`src/rtl/amp_seq.sv`:
```
// Class-D amplifier power-up, register config and mute sequencer.
// Drives enable/mute pins and issues I2C register writes to the amp.
module amp_seq #(
  parameter logic [6:0] DEV_ADDR = 7'h20,
  parameter int N_CFG = 2,
  parameter logic [16*N_CFG-1:0] CFG_TABLE = {8'h35, 8'h08, 8'h36, 8'h00},
  parameter int T_EN_CYC = 27000,
  parameter int T_MUTE_CYC = 27000,
  parameter int LOCK_CYC = 2700,
  parameter int MAX_RETRY = 3
) (
  input  logic       clk,
  input  logic       reset,
  input  logic       ena,
  input  logic       audio_valid,
  output logic       m_valid,
  input  logic       m_ready,
  output logic [6:0] m_dev,
  output logic [7:0] m_reg,
  output logic [7:0] m_data,
  input  logic       m_done,
  input  logic       m_nack,
  output logic       amp_nenable,
  output logic       amp_nmute,
  output logic [2:0] state,
  output logic       fault
);

  localparam int M1 = (T_EN_CYC > T_MUTE_CYC) ? T_EN_CYC : T_MUTE_CYC;
  localparam int MAXC = (M1 > LOCK_CYC) ? M1 : LOCK_CYC;
  localparam int CW = $clog2(MAXC + 1);
  localparam int IW = $clog2(N_CFG + 1);
  localparam int RW = (MAX_RETRY < 1) ? 1 : $clog2(MAX_RETRY + 1);

  typedef enum logic [2:0] {
    OFF        = 3'd0,
    EN_WAIT    = 3'd1,
    CONFIG     = 3'd2,
    WAIT_AUDIO = 3'd3,
    PLAY       = 3'd4,
    MUTE_DOWN  = 3'd5,
    FAULT      = 3'd6
  } state_t;

  state_t        state_q, state_d;
  logic [CW-1:0] cnt_q, cnt_d;
  logic [IW-1:0] idx_q, idx_d;
  logic [RW-1:0] rty_q, rty_d;
  logic          busy_q, busy_d;
  logic          mv_d;
  logic          issue;
  logic [15:0]   ent;
  logic          nen_d, nmute_d, fault_d;

  assign m_dev = DEV_ADDR;
  assign state = state_q;

  always_comb begin
    state_d = state_q;
    cnt_d   = cnt_q;
    idx_d   = idx_q;
    rty_d   = rty_q;
    busy_d  = busy_q;
    mv_d    = m_valid;
    issue   = 1'b0;
    unique case (state_q)
      OFF: begin
        if (ena) begin
          state_d = EN_WAIT;
          cnt_d   = '0;
        end
      end
      EN_WAIT: begin
        if (!ena) begin
          state_d = OFF;
        end else if (cnt_q == CW'(T_EN_CYC - 1)) begin
          state_d = CONFIG;
          idx_d   = '0;
          rty_d   = '0;
          busy_d  = 1'b0;
          mv_d    = 1'b1;
          issue   = 1'b1;
        end else begin
          cnt_d = cnt_q + 1'b1;
        end
      end
      CONFIG: begin
        // One transfer in flight: valid until accepted, then busy until done
        if (m_valid) begin
          if (m_ready) begin
            mv_d   = 1'b0;
            busy_d = 1'b1;
          end
        end else if (busy_q) begin
          if (m_done) begin
            busy_d = 1'b0;
            if (!ena) begin
              state_d = OFF;
            end else if (!m_nack) begin
              rty_d = '0;
              if (idx_q != IW'(N_CFG)) idx_d = idx_q + 1'b1;
              if (idx_q == IW'(N_CFG - 1)) begin
                state_d = WAIT_AUDIO;
                cnt_d   = '0;
              end else begin
                mv_d  = 1'b1;
                issue = 1'b1;
              end
            end else if (rty_q < RW'(MAX_RETRY)) begin
              rty_d = rty_q + 1'b1;
              mv_d  = 1'b1;
              issue = 1'b1;
            end else begin
              state_d = FAULT;
            end
          end
        end else if (!ena) begin
          state_d = OFF;
        end else begin
          mv_d  = 1'b1;
          issue = 1'b1;
        end
      end
      WAIT_AUDIO: begin
        if (!ena) begin
          state_d = OFF;
        end else if (cnt_q == CW'(LOCK_CYC)) begin
          state_d = PLAY;
        end else if (audio_valid) begin
          cnt_d = cnt_q + 1'b1;
        end else begin
          cnt_d = '0;
        end
      end
      PLAY: begin
        if (!ena || !audio_valid) begin
          state_d = MUTE_DOWN;
          cnt_d   = '0;
        end
      end
      MUTE_DOWN: begin
        if (cnt_q == CW'(T_MUTE_CYC - 1)) begin
          cnt_d   = '0;
          state_d = ena ? WAIT_AUDIO : OFF;
        end else begin
          cnt_d = cnt_q + 1'b1;
        end
      end
      FAULT: begin
        if (!ena) state_d = OFF;
      end
      default: state_d = OFF;
    endcase
  end

  always_comb begin
    ent = '0;
    for (int i = 0; i < N_CFG; i++) begin
      if (idx_d == IW'(i)) ent = CFG_TABLE[16*i +: 16];
    end
  end

  // Pin levels follow the state being entered so they switch on that edge
  always_comb begin
    nen_d   = 1'b1;
    nmute_d = 1'b0;
    fault_d = 1'b0;
    unique case (state_d)
      EN_WAIT, CONFIG, WAIT_AUDIO, MUTE_DOWN: nen_d = 1'b0;
      PLAY: begin
        nen_d   = 1'b0;
        nmute_d = 1'b1;
      end
      FAULT: fault_d = 1'b1;
      default: ;
    endcase
  end

  always_ff @(posedge clk) begin
    if (reset) begin
      state_q     <= OFF;
      cnt_q       <= '0;
      idx_q       <= '0;
      rty_q       <= '0;
      busy_q      <= 1'b0;
      m_valid     <= 1'b0;
      m_reg       <= '0;
      m_data      <= '0;
      amp_nenable <= 1'b1;
      amp_nmute   <= 1'b0;
      fault       <= 1'b0;
    end else begin
      state_q     <= state_d;
      cnt_q       <= cnt_d;
      idx_q       <= idx_d;
      rty_q       <= rty_d;
      busy_q      <= busy_d;
      m_valid     <= mv_d;
      amp_nenable <= nen_d;
      amp_nmute   <= nmute_d;
      fault       <= fault_d;
      if (issue) begin
        m_reg  <= ent[15:8];
        m_data <= ent[7:0];
      end
    end
  end

endmodule

```
`config.mk`:
```
export PLATFORM = sky130hd
export DESIGN_NAME = amp_seq
export DESIGN_NICKNAME = d
export VERILOG_FILES = /design/src/rtl/amp_seq.sv
export SDC_FILE = /design/constraint.sdc
export NUM_CORES = 1
export LEC_CHECK = 0
export CORE_MARGIN = 1.5
export CORE_UTILIZATION = 53
export CTS_CLUSTER_SIZE = 16
export DETAILED_ROUTE_END_ITERATION = 10
export PLACE_DENSITY = 0.76
export SLEW_MARGIN = 25
export SYNTH_ARGS = -nofsm -noshare
export SYNTH_HDL_FRONTEND = slang
export SYNTH_SLANG_ARGS = --single-unit
```
`constraint.sdc`:
```
create_clock -name clk -period 2.4 [get_ports clk]
set_input_delay 0.72 -clock clk [delete_from_list [all_inputs] [get_ports clk]]
set_output_delay 0.72 -clock clk [all_outputs]
set_load 0.1 [all_outputs]
```
# Yosys cells after proc, flatten, opt, wreduce, memory -nomap -nowiden

Cells that the tools add are included.

Muxes and demuxes: 78
Magnitude comparators: 1
Add/sub/neg operators: 3
Equal/unequal tests: 32
Reductions and logical operators: 12

Operators with widths:

| cell                                                  | count |
|---|---|
| 2-to-1 mux 15 bit                                     | 14 |
| one-hot mux 15 bit (6 select lines)                   | 1 |
| 2-to-1 mux 3 bit                                      | 15 |
| 2-to-1 mux 2 bit                                      | 17 |
| inequality test 2 bit, second input constant          | 14 |
| 2-to-1 mux 1 bit                                      | 23 |
| one-hot mux 3 bit (7 select lines)                    | 1 |
| equality test 3 bit, second input constant            | 6 |
| 2-to-1 mux 16 bit                                     | 1 |
| adder 15 x 1 -> 15 bit, second input constant         | 1 |
| equality test 15 x 12 -> 1 bit, second input constant | 1 |
| equality test 15 bit, second input constant           | 1 |
| 2-to-1 mux 14 bit                                     | 1 |
| AND reduction 13 bit                                  | 1 |
| equality test 3 x 2 -> 1 bit, second input constant   | 4 |
| one-hot mux 2 bit (2 select lines)                    | 2 |
| AND reduction 8 bit                                   | 1 |
| equality test 3 x 1 -> 1 bit, second input constant   | 2 |
| inequality test 3 bit, second input constant          | 2 |
| one-hot mux 1 bit (2 select lines)                    | 3 |
| nonzero test 6 bit                                    | 1 |
| OR reduction 5 bit                                    | 1 |
| adder 2 x 1 -> 2 bit, second input constant           | 2 |
| equality test 2 x 1 -> 1 bit, second input constant   | 2 |
| 8 further kinds                                       | 9 |

Output and inout bits: 30
Logic and storage cells: 137
Flip-flop bits (word level): 43
Input port bits: 7

# Longest topological paths before layout

Gate-level depths: netlist of the first run.

Depth after elaboration: 11
Mapped depth: 8
Mapped depth without buffers: 7

# Least setup slack after synthesis of the first run

OpenSTA, ideal clock, no wires.

Path type: register to register
From: register state_q[1] (netlist: state[1])
To: register rty_q[1]
Slack: -263 ps
Arrival: 2592 ps
Stages on the path, launching flop included: 7
Library setup time: 71 ps
Period minus slack after synthesis: 2663 ps
Cells stage by stage: dfxtp_1 -> buf_2 -> nor3b_2 -> nand2_1 -> o2bb2a_4 -> or4b_1 -> a21oi_1

Cells in the longest elaborated chain, start to end: 3
Elaborated cells on any way between the ends: 12

RTL lines:

| element                                                                      | line | source |
|---|---|---|
| from (decl)                                                                  | 45   | `state_t state_q, state_d;` |
| from (signal assigned)                                                       | 193  | `state_q <= state_d;` |
| equality test 3 x 2 -> 1 bit or equality test 3 x 1 -> 1 bit (tied branches) | 66   | `unique case (state_q)` |
| inequality test 3 bit (no source line) (tied with other cells)               | -    |  |
| AND reduction 8 bit (no source line)                                         | -    |  |
| to (signal assigned)                                                         | 196  | `rty_q <= rty_d;` |
| to (decl)                                                                    | 48   | `logic [RW-1:0] rty_q, rty_d;` |

Several ways; a longest one is shown, not always the timed one.
A chain may end at the register's enable or synchronous reset.

# Worst setup path after layout of the first run

From: input port m_nack
To: register amp_nenable

Cells in the longest elaborated chain, start to end: 9
Elaborated cells on any way between the ends: 13

RTL lines:

| element                                     | line | source |
|---|---|---|
| from (decl)                                 | 22   | `input logic m_nack,` |
| 2-to-1 mux 3 bit *                          | 99   | `end else if (!m_nack) begin` |
| 2-to-1 mux 3 bit *                          | 97   | `if (!ena) begin` |
| 2-to-1 mux 3 bit *                          | 95   | `if (m_done) begin` |
| 2-to-1 mux 3 bit *                          | 94   | `end else if (busy_q) begin` |
| 2-to-1 mux 3 bit *                          | 89   | `if (m_valid) begin` |
| one-hot mux 3 bit (7 select lines) *        | 66   |  |
| equality test 3 bit (tied with other cells) | 168  | `unique case (state_d)` |
| OR reduction 5 bit (no source line) *       | -    |  |
| 2-to-1 mux 1 bit *                          | 168  |  |
| to (signal assigned)                        | 199  | `amp_nenable <= nen_d;` |
| to (decl)                                   | 23   | `output logic amp_nenable,` |

Mark *: on every way between the ends. The rest lies on a longest branch, timed or not.

==> reports/summary.txt, run 1 <==
Worst Hold Launch: rty_q[1]
Final Hold Slack: 494 ps
Largest register FFs: 15
Post-DP HPWL: 3780 µm
Post-synth EDFFs: 0
Final GP Congestion: 0.908
Status: finished, final reports clean
Critical path data required time: 2590 ps
Largest net degree at the start of global routing: 23
Fill cells: 347
Critical path class: primary input to register
Worst r2r dst: rty_q[1]
Synth Cell Area: 0.00218 mm²
Worst slack, placed: -152 ps
Htree depth: 2
Ranking of synthesized cells by area: dfxtp_1 (28%), buf_4 (7.2%), o21ai_0 (3.9%)
IR drop worst, VDD: 0.214 mV
WL per Instance: 15.2 µm
Fin crit period: 2240 ps
Routed Antenna Nets: 0
Via count: 2126
Synth Area in Simple Gates: 30.7%
F_max: 447 MHz
Cell Count, Final, Fillers Out: 343
Longest Clk Path Bufs: 2
Slew Limit Fails: 0
Hold path endpoint: rty_q[1]
Clock Tree Root: clkbuf_8
Starting Density: 54.8%
Data arrival, critical path: 2430 ps
CTS tree: done
Post-Syn Instances: 261
Clock transition at path regs: 60 ps
Area grow syn2layout: 15.2%
Final Cycle Share: 93.3%
Core ar.: 0.00397 mm²
Initial antenna violation count: 0
Setup Viol. Count Final: 0
# nets final: 304
Compound-gate portion of the synthesized area: 24.5%
Ys Warns: 0
Tot GR Track Use: 25.7%
Antenna cell count: 0
Number of global-route vias before repair: 1899
Die Y-Extent: 67.1 µm
Layout cells sized above 1: 21.8%
DRT Pass-1 Iters: 4
Leakage: 0.938 nW
Ports: 37
Initial DRC count: 132
Worst-skew pair later-pin latency: 290 ps
Clk_skew: 8.37 ps
Seq/Total Area, Yosys: 27.6%
Post-synthesis mux area share: 0%
Main synth FF type: dfxtp_1
Xor/xnor cell area share of the yosys netlist: 0%
Synth top area share: 27.6%
Post-synthesis area per instance: 8.34 µm²
Global-route wire length before repair: 8710 µm
Crit path max fanout: 6
Pwr/cell area: 464 mW/mm²
Hold Crit Depth: 2
Reg2Reg Setup Slack: 190 ps
Die Area: 0.00450 mm²
Routed WL: 5210 µm
RSZ-0062 raised after global routing: no
Total CTS buffers: 5
Die width: 67.1 µm
Post-synthesis adder-cell area fraction: 2.88%
Unique cell type count in the Yosys netlist: 62
Hold Crit Class: register to register
IO Port Bufs: 19
Post-synth ARST share: 0%
Combinational family with the most area after synthesis: simple AND/OR/NAND/NOR gates
CP endpoint kind: register
Post-synthesis register bit count: 30
R2r startpoint: cnt_q[5]
CP Launch Type: primary input
PnR worst setup slack: 160 ps
Drt drc: 0
Placed instance count: 335
CTS Sinks: 30
Final Hold Viols: 0
Post-CTS Hold Fix Bufs: 0
Total power: 1.16 mW
Max cap viols: 0
DR vias/cell: 6.20
Remaining global-route overflow: 0
Setup Fix Bufs, Post-CTS: 0
Rows: 23
R2R depth: 5
Largest area contributor in the netlist: dfxtp_1
-- cells in the final DEF (no fill, tap or decap), types with 3 or more instances in the layout --
cell	synthesis	routed
a211oi_1	6	6
a21oi_1	9	9
a311oi_1	7	7
a41oi_1	6	6
and3_1	4	4
and4_1	4	4
buf_4	21	40
clkbuf_8	1	6
clkdlybuf4s50_1	0	6
conb_1	2	17
dfxtp_1	30	27
dfxtp_2	0	3
ha_1	5	5
inv_1	15	15
nand2_1	14	14
nand2b_1	5	5
nand3_1	9	8
nand4_1	13	13
nand4b_1	6	6
nor2_1	6	6
nor2b_1	5	5
nor3_1	8	8
nor4bb_1	3	3
o21ai_0	17	16
o221ai_1	3	3
o31ai_1	3	3
o32ai_1	4	4
-- where the power goes --
part | leakage, nW | total, mW | internal [mW] | switching [mW]
registers | 0.243 | 0.505 | 0.501 | 0.00402
logic | 0.646 | 0.236 | 0.0467 | 0.190
clock network | 0.0482 | 0.421 | 0.231 | 0.190
total | 0.938 | 1.16 | 0.779 | 0.384
-- area by class of cell --
cell class / instances / area (µm²) / share of cell area, %
clock buffers: 7 / 86.3 / 3.44
clock inverters: 1 / 5.00 / 0.200
inverters: 15 / 56.3 / 2.25
multi-input cells: 194 / 1330 / 53.1
flip-flops and latches: 30 / 604 / 24.1
well taps: 50 / 62.6 / 2.50
repair buffers: 46 / 360 / 14.4
-- per-layer routing --
| layer | GRT usage [%] | routed length [µm] | up-vias | share of wire [%] |
|---|---|---|---|---|
| li1 | - | - | 1024 | - |
| met3 | 5.74 | 388 | 16 | 7.4 |
| met5 | 0 | 0 | - | 0 |
| met1 | 33.9 | 2440 | 988 | 47 |
| met4 | 12.2 | 140 | 0 | 2.7 |
| met2 | 39.1 | 2250 | 98 | 43 |
-- worst max-delay path, cell delays in order --
cell	delay (ps)
clkdlybuf4s50_1	570
a21bo_2	210
o22a_1	140
o22ai_1	90
or3_4	420
o41ai_2	280
-- cells in the mapped netlist (all sizes together), types with 3 or more instances --
library cell / number
o31ai: 3
nand4b: 6
inv: 15
a41oi: 6
nor2: 6
a21oi: 9
and3: 4
nor4: 4
nor4bb: 3
dfxtp: 30
nor3: 8
o32ai: 4
nand2: 14
nor2b: 5
o21ai: 17
a311oi: 7
nand2b: 5
a211oi: 6
and4: 4
or3: 4
nand3: 9
buf: 27
clkbuf: 9
ha: 5
nand4: 13
o221ai: 3
-- repair_timing --
item,in CTS,in global routing
gates resized for setup,0,2
setup endpoints to repair,0,4
hold endpoints to repair,0,0
-- worst max-delay path by stage --
stage / startpoint / endpoint / slack (ps) / cells past startpoint
6_report: m_nack / amp_nenable / 160 / 6
5_1_grt: m_done / m_reg[1] / 20 / 8
4_1_cts: cnt_q[12] / cnt_q[14] / 120 / 5
3_5_place_dp: m_nack / cnt_q[14] / -150 / 6
3_3_place_gp: m_nack / cnt_q[14] / -90 / 6
2_1_floorplan: state[1] / rty_q[1] / 80 / 6
-- metrics by stage --
| step | util (%) | setup TNS [ps] | area [µm²] |
|---|---|---|---|
| 2_1_floorplan | - | 0 | 2240 |
| 3_3_place_gp | 60.7 | -746 | 2410 |
| 3_5_place_dp | 60.7 | -1540 | 2410 |
| 4_1_cts | 63.0 | 0 | 2500 |
| 5_1_grt | 63.1 | 0 | 2510 |
| 6_report | 63.1 | 0 | 2510 |
-- cell families after synthesis --
family                   count (synthesis)
AO/OA/AOI/OAI                           72
adder cells (fa/ha/maj)                  5
buffers and inverters                   52
flip-flops                              30
other                                    2
AND/OR/NAND/NOR                        100
No activity file was read; power rests on OpenSTA's default activity.
==> run 2, diff against run 1 <==
- REMOVE_ABC_BUFFERS: default -> 1
==> run 2 against run 1 <==
Net effect:
- sequential power barely moved
- critical endpoint is now cnt_q[8]
- critical path depth rose by 1
- first-iteration DRC count fell by 4.5%
==> reports/summary.txt, run 2 (synthesis gave the netlist of run 1 again) <==
Worst slew margin: 64.7%
WL per Instance: 15.2 µm (-0.31%)
Delay-heaviest family, CP: compound AO/OA/AOI/OAI gates
Pwr/cell area: 493 mW/mm² (+6.3%)
Layout cells sized above 1: 20.1% (-1.8 points)
Die Y-Extent: 67.1 µm (unchanged)
R2R depth: 5 (unchanged)
Leakage: 0.932 nW (-0.62%)
Post-DP HPWL: 3830 µm (+1.3%)
Final Hold Viols: 0 (unchanged)
Reg2Reg Setup Slack: 240 ps (+50 ps)
Initial antenna violation count: 0 (unchanged)
Total power: 1.24 mW (+6.7%)
IR drop worst, VDD: 0.270 mV (+26%)
Routed Antenna Nets: 0 (unchanged)
Drt drc: 0 (unchanged)
Largest net degree at the start of global routing: 14 (-39%)
Via count: 2086 (-1.9%)
IO Port Bufs: 19 (unchanged)
Ports: 37 (unchanged)
CTS tree: done
Hold path endpoint: m_reg[1]
Most common cell after layout, fill and taps aside: buf_4
CP peak stage delay: 490 ps (-80 ps)
Rows: 23 (unchanged)
Hold Crit Depth: 2 (unchanged)
Worst r2r dst: amp_nenable
Area grow syn2layout: 15.6%
Remaining global-route overflow: 0 (unchanged)
Largest register FFs: 15 (unchanged)
Longest Clk Path Bufs: 2 (unchanged)
CP Launch Type: primary input
CP endpoint kind: register
Hold Crit Class: register to register
Critical-path cell list: clkdlybuf4s50_1 > nand4b_1 > o21ai_0 > a31oi_1 > buf_4 > a211oi_1 > o32ai_1
Footprint of the multi-input gates: 0.00133 mm² (unchanged)
F_max: 449 MHz (+0.54%)
Global-route wire length before repair: 8470 µm (-2.8%)
Routed WL: 5140 µm (-1.5%)
Worst Hold Launch: m_reg[1]
Die Area: 0.00450 mm² (unchanged)
R2r startpoint: cnt_q[12]
Setup Viol. Count Final: 0 (unchanged)
Fill cells: 362 (+4.3%)
DR vias/cell: 6.15 (-0.72%)
DRT Pass-1 Iters: 4 (unchanged)
Crit path buf inv count: 2 (+1)
Initial DRC count: 126 (-4.5%)
Number of global-route vias before repair: 1839 (-3.2%)
Max cap viols: 0 (unchanged)
Antenna cell count: 0 (unchanged)
Status: finished, final reports clean
Clk_skew: 4.09 ps (-4.28 ps)
Crit path max fanout: 10 (+4)
Data arrival, critical path: 2390 ps (-40 ps)
Slowest-stage cell, CP: clkdlybuf4s50_1
Register Area: 601 µm² (-0.62%)
Slew @ Worst Pin: 528 ps
Fin crit period: 2230 ps (-12.0 ps)
Setup Fix Bufs, Post-CTS: 0 (unchanged)
Starting Density: 54.8% (unchanged)
Die width: 67.1 µm (unchanged)
RSZ-0062 raised after global routing: no
Tot GR Track Use: 24.6% (-1.0 points)
# nets final: 300 (-1.3%)
Critical path class: primary input to register
Final Cycle Share: 92.8% (-0.50 points)
Total CTS buffers: 5 (unchanged)
Clock Tree Root: clkbuf_8
Setup_tns: 0 ps (unchanged)
Commonest cells after routing, fill and taps aside: buf_4 (34), dfxtp_1 (30), o21ai_0 (17), conb_1 (17), inv_1 (15)
Critical path data required time: 2560 ps (-30 ps)
CTS Sinks: 30 (unchanged)
Worst-skew pair later-pin latency: 280 ps (about the same)
Htree depth: 2 (unchanged)
Core ar.: 0.00397 mm² (unchanged)
Slew Limit Fails: 0 (unchanged)
Final GP Congestion: 0.957 (+5.3%)
Clock transition at path regs: 70 ps (about the same)
-- run 2: routing by layer --
layer / up-vias / share of wire (%) / routed length [µm] / GRT usage [%]
met1: 992 / 47 / 2400 / 32.2
met3: 12 / 5.7 / 294 / 4.56
li1: 1013 / - / - / -
met2: 69 / 46 / 2340 / 40.3
met4: 0 / 2.0 / 104 / 8.16
met5: - / 0 / 0 / 0
-- run 2: per-stage QoR --
step / hold slack [ps] / instance area [µm²] / instances / util, % / setup slack [ps]
finish: 480 / 2520 / 339 / 63.4 / 172
global placement: 462 / 2400 / 331 / 60.5 / -86.7
global route: 515 / 2520 / 339 / 63.4 / 34.8
floorplan: 447 / 1980 / 239 / - / -533
detailed placement: 475 / 2400 / 331 / 60.5 / -187
CTS: 482 / 2510 / 339 / 63.2 / 90.8
-- run 2: power by group --
part | internal [mW] | switching [mW]
Combinational | 0.0460 | 0.190
Sequential | 0.501 | 0.00390
Clock | 0.305 | 0.195
-- run 2: worst register-to-register path, stage by stage (launching register included) --
cell	delay, ps
dfxtp_1	350
or3b_4	460
nor4_4	420
o22ai_1	140
or3_4	430
o41ai_2	270
-- run 2: area by class of cell --
cell class,count,area share [%]
inverters,15,2.24
well taps,50,2.49
repair buffers,42,14.1
multi-input cells,194,53.0
clock inverters,3,1.59
clock buffers,5,2.73
flip-flops and latches,30,23.9
-- run 2: timing repair --
| action | 4_1_cts | 5_1_grt |
|---|---|---|
| gates resized for setup | 0 | 1 |
| hold buffers | 0 | 0 |
| setup endpoints to repair | 0 | 5 |
-- run 2: worst max path at each step --
stage / from / endpoint / cells past startpoint
after global routing: m_nack / cnt_q[3] / 6
after detailed placement: ena / cnt_q[7] / 5
final: m_nack / cnt_q[8] / 7
after floorplan: m_reg[4] / m_reg[2] / 0
after global placement: m_nack / cnt_q[14] / 6
after CTS: m_nack / cnt_q[7] / 6
==> run 3, diff against run 2 <==
- CORE_MARGIN: 1.5 -> 2
==> run 3 against run 2 <==
Net effect:
- final cell count fell by 1.2%
- sequential share of layout area rose by 0.40 points
- total power fell by 8.4%
- critical path depth did not move
==> reports/summary.txt, run 3 (synthesis gave the netlist of run 1 again) <==
Critical-path cell list: clkdlybuf4s50_1 > buf_4 > inv_1 > buf_4 > nor4_1 > o31ai_1 > nor3_1
# resized after CTS: 0 (unchanged)
Pint: 764 µW (-10%)
IR drop worst, VDD: 0.375 mV (+39%)
Critical path class: primary input to register
Cell Count, Final, Fillers Out: 335 (-1.2%)
Initial antenna violation count: 0 (unchanged)
Worst Hold Launch: m_reg[0]
Data arrival, critical path: 2420 ps (+30 ps)
Antenna cell count: 0 (unchanged)
Routed WL: 5050 µm (-1.7%)
Tot GR Track Use: 24.9% (+0.26 points)
Clk_skew: 5.65 ps (+1.55 ps)
Slew Limit Fails: 0 (unchanged)
Worst-skew pair later-pin latency: 290 ps (about the same)
Number of global-route vias before repair: 1886 (+2.6%)
Global-route wire length before repair: 8570 µm (+1.1%)
CP endpoint kind: register
Clock transition at path regs: 60 ps (about the same)
Setup_tns: 0 ps (unchanged)
Worst slew margin: 60.6% (-4.1 points)
Clock share of power: 35.3% (-5.0 points)
Remaining global-route overflow: 0 (unchanged)
Longest Clk Path Bufs: 2 (unchanged)
Die Y-Extent: 68.1 µm (+1.5%)
Fill cells: 360 (-0.55%)
CTS tree: done
Total CTS buffers: 5 (unchanged)
Post-DP HPWL: 3730 µm (-2.6%)
R2R depth: 5 (unchanged)
Starting Density: 54.8% (unchanged)
Placed instance count: 329 (-0.60%)
Layout cells sized above 1: 18.9% (-1.1 points)
# nets final: 298 (-0.67%)
Ports: 37 (unchanged)
F_max: 451 MHz (+0.46%)
Final core occ: 62.3% (-1.0 points)
Htree depth: 2 (unchanged)
Initial DRC count: 166 (+32%)
Drt drc: 0 (unchanged)
Largest register FFs: 15 (unchanged)
Pwr/cell area: 459 mW/mm² (-6.9%)
Via count: 2060 (-1.2%)
Slowest-stage cell, CP: clkdlybuf4s50_1
Status: finished, final reports clean
Area grow syn2layout: 13.7%
Die Area: 0.00463 mm² (+3.0%)
Final Hold Viols: 0 (unchanged)
Most common cell after layout, fill and taps aside: buf_4
Core ar.: 0.00397 mm² (unchanged)
Leakage: 0.909 nW (-2.4%)
Switching power: 373 µW (-4.2%)
Max cap viols: 0 (unchanged)
Rows: 23 (unchanged)
Slew @ Worst Pin: 589 ps (+60.8 ps)
CP peak stage delay: 530 ps (+40 ps)
CP Launch Type: primary input
Final Cycle Share: 92.4% (-0.43 points)
R2r startpoint: cnt_q[5]
DR vias/cell: 6.15 (about the same)
Post-CTS Hold Fix Bufs: 0 (unchanged)
Sw frac: 32.8% (+1.4 points)
Setup Viol. Count Final: 0 (unchanged)
Combinational power share: 20.3% (+1.3 points)
Worst slack, placed: -154 ps (+33.5 ps)
Critical path data required time: 2610 ps (+50 ps)
Sequential Power Share: 44.5% (+3.8 points)
DRT Pass-1 Iters: 4 (unchanged)
Commonest cells after routing, fill and taps aside: buf_4 (32), dfxtp_1 (30), o21ai_0 (17), conb_1 (17), inv_1 (15)
Worst r2r dst: rty_q[1]
Hold Crit Class: register to register
Cell Area, Placed: 0.00239 mm² (-0.62%)
RSZ-0062 raised after global routing: no
Fin crit period: 2220 ps (-10.3 ps)
Clock Tree Root: clkbuf_8
Final GP Congestion: 0.895 (-6.5%)
Final Hold Slack: 493 ps (+12.9 ps)
Hold path endpoint: m_reg[0]
Total power: 1.14 mW (-8.4%)
Routed Antenna Nets: 0 (unchanged)
Crit path max fanout: 8 (-2)
Design Area, Final: 0.00247 mm² (-1.6%)
WL per Instance: 15.1 µm (-0.56%)
IO Port Bufs: 19 (unchanged)
Die width: 68.1 µm (+1.5%)
CTS Sinks: 30 (unchanged)
PnR worst setup slack: 183 ps (+10.3 ps)
Reg2Reg Setup Slack: 260 ps (+20 ps)
Hold Crit Depth: 2 (unchanged)
Largest net degree at the start of global routing: 23 (+9)
CP most frequent cell: buf_4
Setup Fix Bufs, Post-CTS: 0 (unchanged)
==> run 3: cell count changes in the layout (fill, tap and decap cells not counted), sizes merged <==
cell    delta
clkbuf     +1
clkinv     -2
buf        -2
bufinv     -1
==> run 3: critical path: cells and delay by family <==
kind                   cells  cell delay (ps)
AND/OR/NAND/NOR            2              580
AO/OA/AOI/OAI              1              180
buffers and inverters      4              940
==> run 3: worst max path at each step <==
| stage | cells after the start | start | endpoint | slack (ps) |
|---|---|---|---|---|
| finish | 7 | ena | amp_nmute | 180 |
| global route | 7 | ena | fault | 40 |
| CTS | 6 | m_nack | cnt_q[12] | 140 |
| detailed placement | 6 | m_nack | cnt_q[12] | -150 |
| global placement | 7 | ena | amp_nmute | -160 |
| floorplan | 0 | m_reg[4] | m_reg[2] | -530 |
==> run 3: power by group through the flow <==
stage          Clock, mW  Sequential, mW  Combinational [mW]
6_report           0.401           0.505               0.230
5_1_grt            0.435           0.505               0.243
4_1_cts            0.408           0.505               0.228
3_5_place_dp           0           0.516               0.228
3_3_place_gp           0           0.516               0.226
2_1_floorplan          0           0.533               0.157
==> run 3: per-layer routing <==
layer,part of all wire [%],vias up,wire [µm],global-route usage (%)
met5,0,-,0,0
li1,-,1015,-,-
met3,6.6,8,332,6.41
met4,1.3,0,65,8.50
met2,46,73,2330,40.8
met1,46,964,2320,31.6
==> run 3: final cells by class <==
cell class / instances / area (µm²) / share of cell area, %
multi-input cells: 194 / 1330 / 53.8
clock buffers: 6 / 82.6 / 3.34
repair buffers: 40 / 340 / 13.8
well taps: 50 / 62.6 / 2.53
flip-flops and latches: 30 / 601 / 24.3
inverters: 15 / 56.3 / 2.28
